--- src/rtl/key_loader.sv ---
// key_loader
//  Collects an AES key as DATA_WIDTH-bit beats over a valid/ready stream,
//  shifting them in most-significant beat first until KEY_WIDTH bits are held.
//  It then hands the key to key_storage with a one-cycle key_write_o strobe
//  and wipes its own copy. With ONE_TIME set, the first successful write
//  raises a sticky lock that only rst_n can clear.
//
// Ports
//  clk            in   clock, rising edge
//  rst_n          in   asynchronous active-low reset
//  load_start_i   in   one-cycle pulse that opens a load session
//  abort_i        in   cancels an open session (honoured in LOAD only)
//  din_i          in   key beat, most-significant beat first
//  din_valid_i    in   din_i carries a beat
//  din_ready_o    out  loader accepts din_i this cycle (LOAD)
//  key_write_o    out  one-cycle write strobe to key_storage
//  key_data_in_o  out  assembled key; zero outside the write cycle
//  busy_o         out  session open (LOAD or WRITE)
//  done_o         out  one-cycle pulse after a completed write
//  error_o        out  one-cycle pulse after an abort or a rejected start
//  locked_o       out  sticky lock status (ONE_TIME builds only)
module key_loader #(
    parameter int KEY_WIDTH  = 128,
    parameter int DATA_WIDTH = 8,
    parameter bit ONE_TIME   = 1'b1
) (
    input  logic                  clk,
    input  logic                  rst_n,
    input  logic                  load_start_i,
    input  logic                  abort_i,
    input  logic [DATA_WIDTH-1:0] din_i,
    input  logic                  din_valid_i,
    output logic                  din_ready_o,
    output logic                  key_write_o,
    output logic [KEY_WIDTH-1:0]  key_data_in_o,
    output logic                  busy_o,
    output logic                  done_o,
    output logic                  error_o,
    output logic                  locked_o
);

    localparam int NBEATS = KEY_WIDTH / DATA_WIDTH;
    // One spare code so the count can reach NBEATS without wrapping.
    localparam int CNT_W  = $clog2(NBEATS + 1);

    typedef enum logic [1:0] {
        ST_IDLE  = 2'd0,
        ST_LOAD  = 2'd1,
        ST_WRITE = 2'd2,
        ST_DONE  = 2'd3
    } state_t;

    state_t                 state_q,     state_d;
    logic [KEY_WIDTH-1:0]   shreg_q,     shreg_d;
    logic [CNT_W-1:0]       cnt_q,       cnt_d;
    logic                   din_ready_q, din_ready_d;
    logic                   busy_q,      busy_d;
    logic                   key_write_q, key_write_d;
    logic [KEY_WIDTH-1:0]   key_data_q,  key_data_d;
    logic                   done_q,      done_d;
    logic                   error_q,     error_d;
    logic                   locked_q,    locked_d;

    logic                   beat_s;
    logic [KEY_WIDTH-1:0]   shreg_next_s;

    // A beat moves only when the registered ready is high, so din_ready_o
    // and the acceptance condition can never disagree.
    assign beat_s       = din_valid_i & din_ready_q;
    assign shreg_next_s = {shreg_q[KEY_WIDTH-DATA_WIDTH-1:0], din_i};

    // Next-state and next-output decode; every output is a registered copy.
    always_comb begin
        state_d     = state_q;
        shreg_d     = shreg_q;
        cnt_d       = cnt_q;
        din_ready_d = 1'b0;
        busy_d      = 1'b0;
        key_write_d = 1'b0;
        key_data_d  = {KEY_WIDTH{1'b0}};
        done_d      = 1'b0;
        error_d     = 1'b0;
        locked_d    = locked_q;

        case (state_q)
            ST_IDLE: begin
                if (load_start_i) begin
                    if (locked_q) begin
                        error_d = 1'b1;
                    end else begin
                        state_d     = ST_LOAD;
                        shreg_d     = {KEY_WIDTH{1'b0}};
                        cnt_d       = {CNT_W{1'b0}};
                        din_ready_d = 1'b1;
                        busy_d      = 1'b1;
                    end
                end else begin
                    state_d = ST_IDLE;
                end
            end

            ST_LOAD: begin
                din_ready_d = 1'b1;
                busy_d      = 1'b1;
                // Abort wins over a beat presented in the same cycle.
                if (abort_i) begin
                    state_d     = ST_IDLE;
                    shreg_d     = {KEY_WIDTH{1'b0}};
                    cnt_d       = {CNT_W{1'b0}};
                    din_ready_d = 1'b0;
                    busy_d      = 1'b0;
                    error_d     = 1'b1;
                end else if (beat_s) begin
                    shreg_d = shreg_next_s;
                    cnt_d   = cnt_q + {{(CNT_W-1){1'b0}}, 1'b1};
                    // Last beat: the write strobe goes out on the next cycle
                    // carrying the fully shifted key.
                    if (cnt_q == CNT_W'(NBEATS - 1)) begin
                        state_d     = ST_WRITE;
                        din_ready_d = 1'b0;
                        key_write_d = 1'b1;
                        key_data_d  = shreg_next_s;
                    end else begin
                        state_d = ST_LOAD;
                    end
                end else begin
                    state_d = ST_LOAD;
                end
            end

            ST_WRITE: begin
                state_d = ST_DONE;
                shreg_d = {KEY_WIDTH{1'b0}};
                cnt_d   = {CNT_W{1'b0}};
                done_d  = 1'b1;
                if (ONE_TIME) begin
                    locked_d = 1'b1;
                end else begin
                    locked_d = locked_q;
                end
            end

            ST_DONE: begin
                state_d = ST_IDLE;
            end

            default: begin
                state_d = ST_IDLE;
                shreg_d = {KEY_WIDTH{1'b0}};
                cnt_d   = {CNT_W{1'b0}};
            end
        endcase
    end

    // State, key shift register and registered outputs.
    always_ff @(posedge clk or negedge rst_n) begin
        if (!rst_n) begin
            state_q     <= ST_IDLE;
            shreg_q     <= {KEY_WIDTH{1'b0}};
            cnt_q       <= {CNT_W{1'b0}};
            din_ready_q <= 1'b0;
            busy_q      <= 1'b0;
            key_write_q <= 1'b0;
            key_data_q  <= {KEY_WIDTH{1'b0}};
            done_q      <= 1'b0;
            error_q     <= 1'b0;
            locked_q    <= 1'b0;
        end else begin
            state_q     <= state_d;
            shreg_q     <= shreg_d;
            cnt_q       <= cnt_d;
            din_ready_q <= din_ready_d;
            busy_q      <= busy_d;
            key_write_q <= key_write_d;
            key_data_q  <= key_data_d;
            done_q      <= done_d;
            error_q     <= error_d;
            locked_q    <= locked_d;
        end
    end

    assign din_ready_o   = din_ready_q;
    assign key_write_o   = key_write_q;
    assign key_data_in_o = key_data_q;
    assign busy_o        = busy_q;
    assign done_o        = done_q;
    assign error_o       = error_q;
    assign locked_o      = locked_q;

endmodule

--- config.mk ---
export PLATFORM = sky130hd
export DESIGN_NAME = key_loader
export DESIGN_NICKNAME = d
export VERILOG_FILES = /design/src/rtl/key_loader.sv
export SDC_FILE = /design/constraint.sdc
export NUM_CORES = 1
export LEC_CHECK = 0
export CAP_MARGIN = 10
export CORE_ASPECT_RATIO = 1.4
export CORE_MARGIN = 10
export CORE_UTILIZATION = 53
export CTS_BUF_LIST = sky130_fd_sc_hd__clkbuf_16
export DETAILED_ROUTE_END_ITERATION = 8
export HOLD_SLACK_MARGIN = 0.06
export PLACE_DENSITY = 0.81
export SETUP_SLACK_MARGIN = 0.1
export SLEW_MARGIN = 20
export SYNTH_ARGS = -nofsm -noshare
export SYNTH_HDL_FRONTEND = slang
export SYNTH_SLANG_ARGS = --single-unit
--- constraint.sdc ---
create_clock -name clk -period 2.6 [get_ports clk]
set_clock_uncertainty 0.15 [all_clocks]
set_input_delay 0.26 -clock clk [delete_from_list [all_inputs] [get_ports clk]]
set_output_delay 0.26 -clock clk [all_outputs]
set_load 0.05 [all_outputs]
## Word-level counts from Yosys, hierarchy flattened

Index checks and enable logic that the tools add are counted.

| word-level totals | value |
|---|---|
| flip-flop bits (word level) | 261 |
| input port bits | 13 |
| output and inout port bits | 134 |
| word-level logic and storage cells | 60 |

| cells by class | value |
|---|---|
| add/subtract/negate cells | 1 |
| equal/unequal tests | 8 |
| muxes and demuxes | 37 |
| bitwise gates (word level) | 1 |
| reduce and logical (&&, ||, !) cells | 3 |

Operators with widths:

| kind | count |
|---|---|
| $mux 128 | 4 |
| $mux 120 | 4 |
| $pmux 120 s3 | 1 |
| $mux 5 | 4 |
| $pmux 5 s3 | 1 |
| $mux 1 | 14 |
| $mux 2 | 5 |
| $pmux 2 s4 | 1 |
| $ne 3x3->1 const B | 2 |
| $pmux 1 s2 | 3 |
| $add 5x1->5 const B | 1 |
| $eq 5x4->1 const B | 1 |
| $eq 2x2->1 const B | 2 |
| $ne 2x2->1 const B | 2 |
| $reduce_and 4->1 | 1 |
| $reduce_bool 3->1 | 1 |
| $eq 2x1->1 const B | 1 |
| $logic_not 2->1 | 1 |
| $and 1x1->1 | 1 |

## Logic depth before layout (Yosys ltp)

| depth | value |
|---|---|
| depth in word-level cells | 5 |
| depth in mapped cells | 9 |
| mapped depth without buffers | 6 |

## Worst setup path after synthesis

Ideal clock, no wire load.

| timing | value |
|---|---|
| path kind | register -> register |
| from | register state_q[0] |
| to | register shreg_q[112] |
| arrival time | 1.655 ns |
| setup slack | 0.674 ns |
| stages on the path, launching flop included | 10 |
| buffers on the path | 3 |
| period minus slack after synthesis | 1.926 ns |
| path through | dfrtp_1 inv_1 ha_1 nand2_1 a2bb2oi_2 a21o_1 buf_2 buf_6 buf_6 a22o_1 |

| between the ends | value |
|---|---|
| word-level cells in the longest chain between the ends | 3 |

Ends and longest elaborated chain:

| item | line | text |
|---|---|---|
| start, declared | 53 | `state_t state_q, state_d;` |
| start signal, assigned | 169 | `state_q <= state_d;` |
| $eq 2x1->1 (tied with other cells) | 85 | `case (state_q)` |
| $ne 3x3->1 (no source line) (tied with other cells) | n/a |  |
| $reduce_and 4->1 (no source line) | n/a |  |
| end signal, assigned | 159 | `shreg_q <= {KEY_WIDTH{1'b0}};` |
| end signal, assigned | 170 | `shreg_q <= shreg_d;` |
| end, declared | 54 | `logic [KEY_WIDTH-1:0] shreg_q, shreg_d;` |

Several ways; a longest one is shown, not always the timed one.
A chain may end at the register's enable or synchronous reset.

## Worst setup path in the final report

| timing | value |
|---|---|
| from | register state_q[0] |
| to | register shreg_q[35] |

Same word-level chain as after synthesis.

==> flow_summary.json <==
{
  "synth_top_area_share_pct": 73.2,
  "n_antenna_cell": 0,
  "fin_crit_sh_pct": 87.0,
  "p_leak_nw": 5.50,
  "syn_inst": 596,
  "port_buffers": 146,
  "timing.setup.critical_path_class": "reg2reg",
  "dp_hpwl_um": 12500,
  "cts_hold_buffers": 1,
  "worst_hold_path_type": "in2async",
  "h-tree-depth": 1,
  "drv_slew": 0,
  "syn_nets": 614,
  "drc": 0,
  "cts_tree": "done",
  "synth_area_sq_um": 8920,
  "clk_path_buf_depth": 3,
  "rows": 56,
  "fp.dieArea_sq_um": 22500,
  "path_cells": "inv_1 -> ha_1 -> nand2_1 -> a2bb2oi_2 -> a21o_4 -> buf_12 -> a22o_1",
  "antenna_found_initial": 0,
  "syn_area_per_cell_sq_um": 15.0,
  "cts_sinks": 261,
  "synth_edf_count": 0,
  "start_util_pct": 53.5,
  "ios": 147,
  "core-area_sq_um": 16700,
  "vias": 5225,
  "stdcell_count": 957,
  "drt-pass1-iter-count": 4,
  "grt_usage_pct": 17.4,
  "whs_ns": 0.178,
  "area_delta_synth_final_pct": 27.2,
  "die_x_um": 130,
  "die_y_um": 174,
  "end_kind": "register",
  "crit_buf_inv": 2,
  "nets": 755,
  "ys_types": 26,
  "grt_pass1_wl_um": 31600,
  "drive_gt1_share_pct": 6.63,
  "routedWlPerCell_um": 20.0,
  "max_cap_viol_count": 0,
  "clock.fmax_ghz": 0.442,
  "critPathLaunch": "state_q[0]",
  "path_max_fanout": 54,
  "setup_viol": 0,
  "tns_ns": 0,
  "grt-ovfl-total": 0,
  "drt_wl_total_um": 19200,
  "slowest_delay_ns": 0.41,
  "drtIter0Drc": 399,
  "async_flop_share_pct": 100,
  "via_per_inst": 5.46,
  "tightest_slew_ns": 0.609,
  "grt_max_degree": 82,
  "total_power_mw": 7.50,
  "path_clk_slew_ns": 0.07,
  "crit_arrival_ns": 2.56,
  "ys_top_cells_by_count": "261 x dfrtp_1, 129 x and2_1, 122 x a22o_1, 18 x clkbuf_1, 14 x buf_2",
  "clock-root-buffer": "clkbuf_16",
  "required_ns": 2.89,
  "pwr_density_cell_nw_per_um2": 661,
  "rsz0062_at_grt": "no",
  "ys_warn_count": 0,
  "hold_viol_final": 0,
  "cpLargestDelayFamily": "compound AO/OA/AOI/OAI gates",
  "vdd.ir_drop.worst_uv": 571,
  "dp_cells": 914,
  "fin_crit_ns": 2.26,
  "clkLatencyLatePin_ns": 0.50,
  "yosys_most_used_dff": "dfrtp_1",
  "largest_register_ff_count": 128,
  "yosysTopAreaCell": "dfrtp_1",
  "place.gp.congestion": 0.818,
  "r2r-start": "state_q[0]",
  "ys_ff_latch": 261,
  "relSlewSlack_pct": 59.4,
  "grt_pass1_vias": 5732,
  "cts_buffers": 23,
  "critPathLaunchType": "register",
  "postCtsSetupBuffers": 0,
  "cts_resized": 0,
  "yosys.cell_count.top_type": "dfrtp_1",
  "outcome": "complete, no violations",
  "yosysSeqAreaShare_pct": 73.2,
  "ant_nets": 0,
  "utilization_pct": 68.1,
  "slowest_stage": "dfrtp_1",
  "yosys-top-cells-area": "dfrtp_1 73%, a22o_1 12%, and2_1 9.0%"
}
## metal layers
layer	track usage, %	vias to the layer above	part of all wire [%]
met5	0	-	0
met4	4.09	0	1.8
met3	6.76	27	9.6
met2	28.8	152	51
met1	20.7	2704	38
li1	-	2342	-
## cell usage in the layout, fill, tap and decap left out
master	Yosys	final
a21o_4	0	1
a21oi_1	5	5
a22o_1	122	122
a2bb2oi_2	1	1
a31o_2	1	1
and2_1	129	129
and3_1	1	1
buf_12	0	8
buf_4	1	2
buf_8	0	1
bufinv_16	0	3
clkbuf_16	0	23
clkdlybuf4s50_1	0	145
clkinv_1	0	7
clkinv_2	0	3
clkinvlp_4	0	2
dfrtp_1	261	261
dlygate4sd3_1	0	1
ha_1	5	5
inv_1	6	9
inv_6	0	1
mux2_2	1	1
nand2_1	6	6
nand2b_1	1	1
nand3_1	2	2
nand4_1	1	1
nor2_1	2	1
nor2_4	0	1
nor2b_1	1	1
nor3_4	1	1
o21ai_0	5	5
o21bai_1	1	1
or2_2	1	1
or4_1	1	1
## cell families after synthesis
logic type      synth area share [%]
compound gates                  13.0
simple gates                    10.1
flops                           73.2
mux                            0.126
fa+ha+maj                      0.701
buf+inv                         2.89
## final timing paths
check                               endpoint  slack [ns]  cells after the start
max                              shreg_q[35]        0.34                      7
min                        key_data_in_o[79]        0.18                      2
max reg2reg                      shreg_q[35]        0.34                      7
min reg2reg                     shreg_q[117]        0.35                      1
max in group asynchronous  key_data_in_o[26]        1.37                      3
min in group clk            key_data_in_o[0]        0.19                      2
## area by class of cell
cell class	instances	area [sq um]
clock buffer	23	576
clock inverter	19	166
fill	1183	5330
inverter	6	22.5
multi-input combinational	288	2150
sequential	261	6530
tap	203	254
timing repair buffer	157	1650
## power by group
| group | switching, mW | leakage, nW | internal, mW | total (mW) |
|---|---|---|---|---|
| registers | 0.000196 | 3.64 | 4.06 | 4.06 |
| clock network | 1.42 | 0.369 | 1.91 | 3.33 |
| logic | 0.0853 | 1.49 | 0.0304 | 0.116 |
| total | 1.50 | 5.50 | 6.00 | 7.50 |
## stage by stage
| step | worst slack [ns] | instance area (sq um) |
|---|---|---|
| finish | 0.339 | 11300 |
| global route | 0.195 | 11300 |
| CTS | 0.346 | 11300 |
| detailed placement | 0.351 | 10600 |
| global placement | 0.497 | 10600 |
| floorplan | 0.674 | 8920 |
Note: power is estimated with default switching activity, not from simulation.
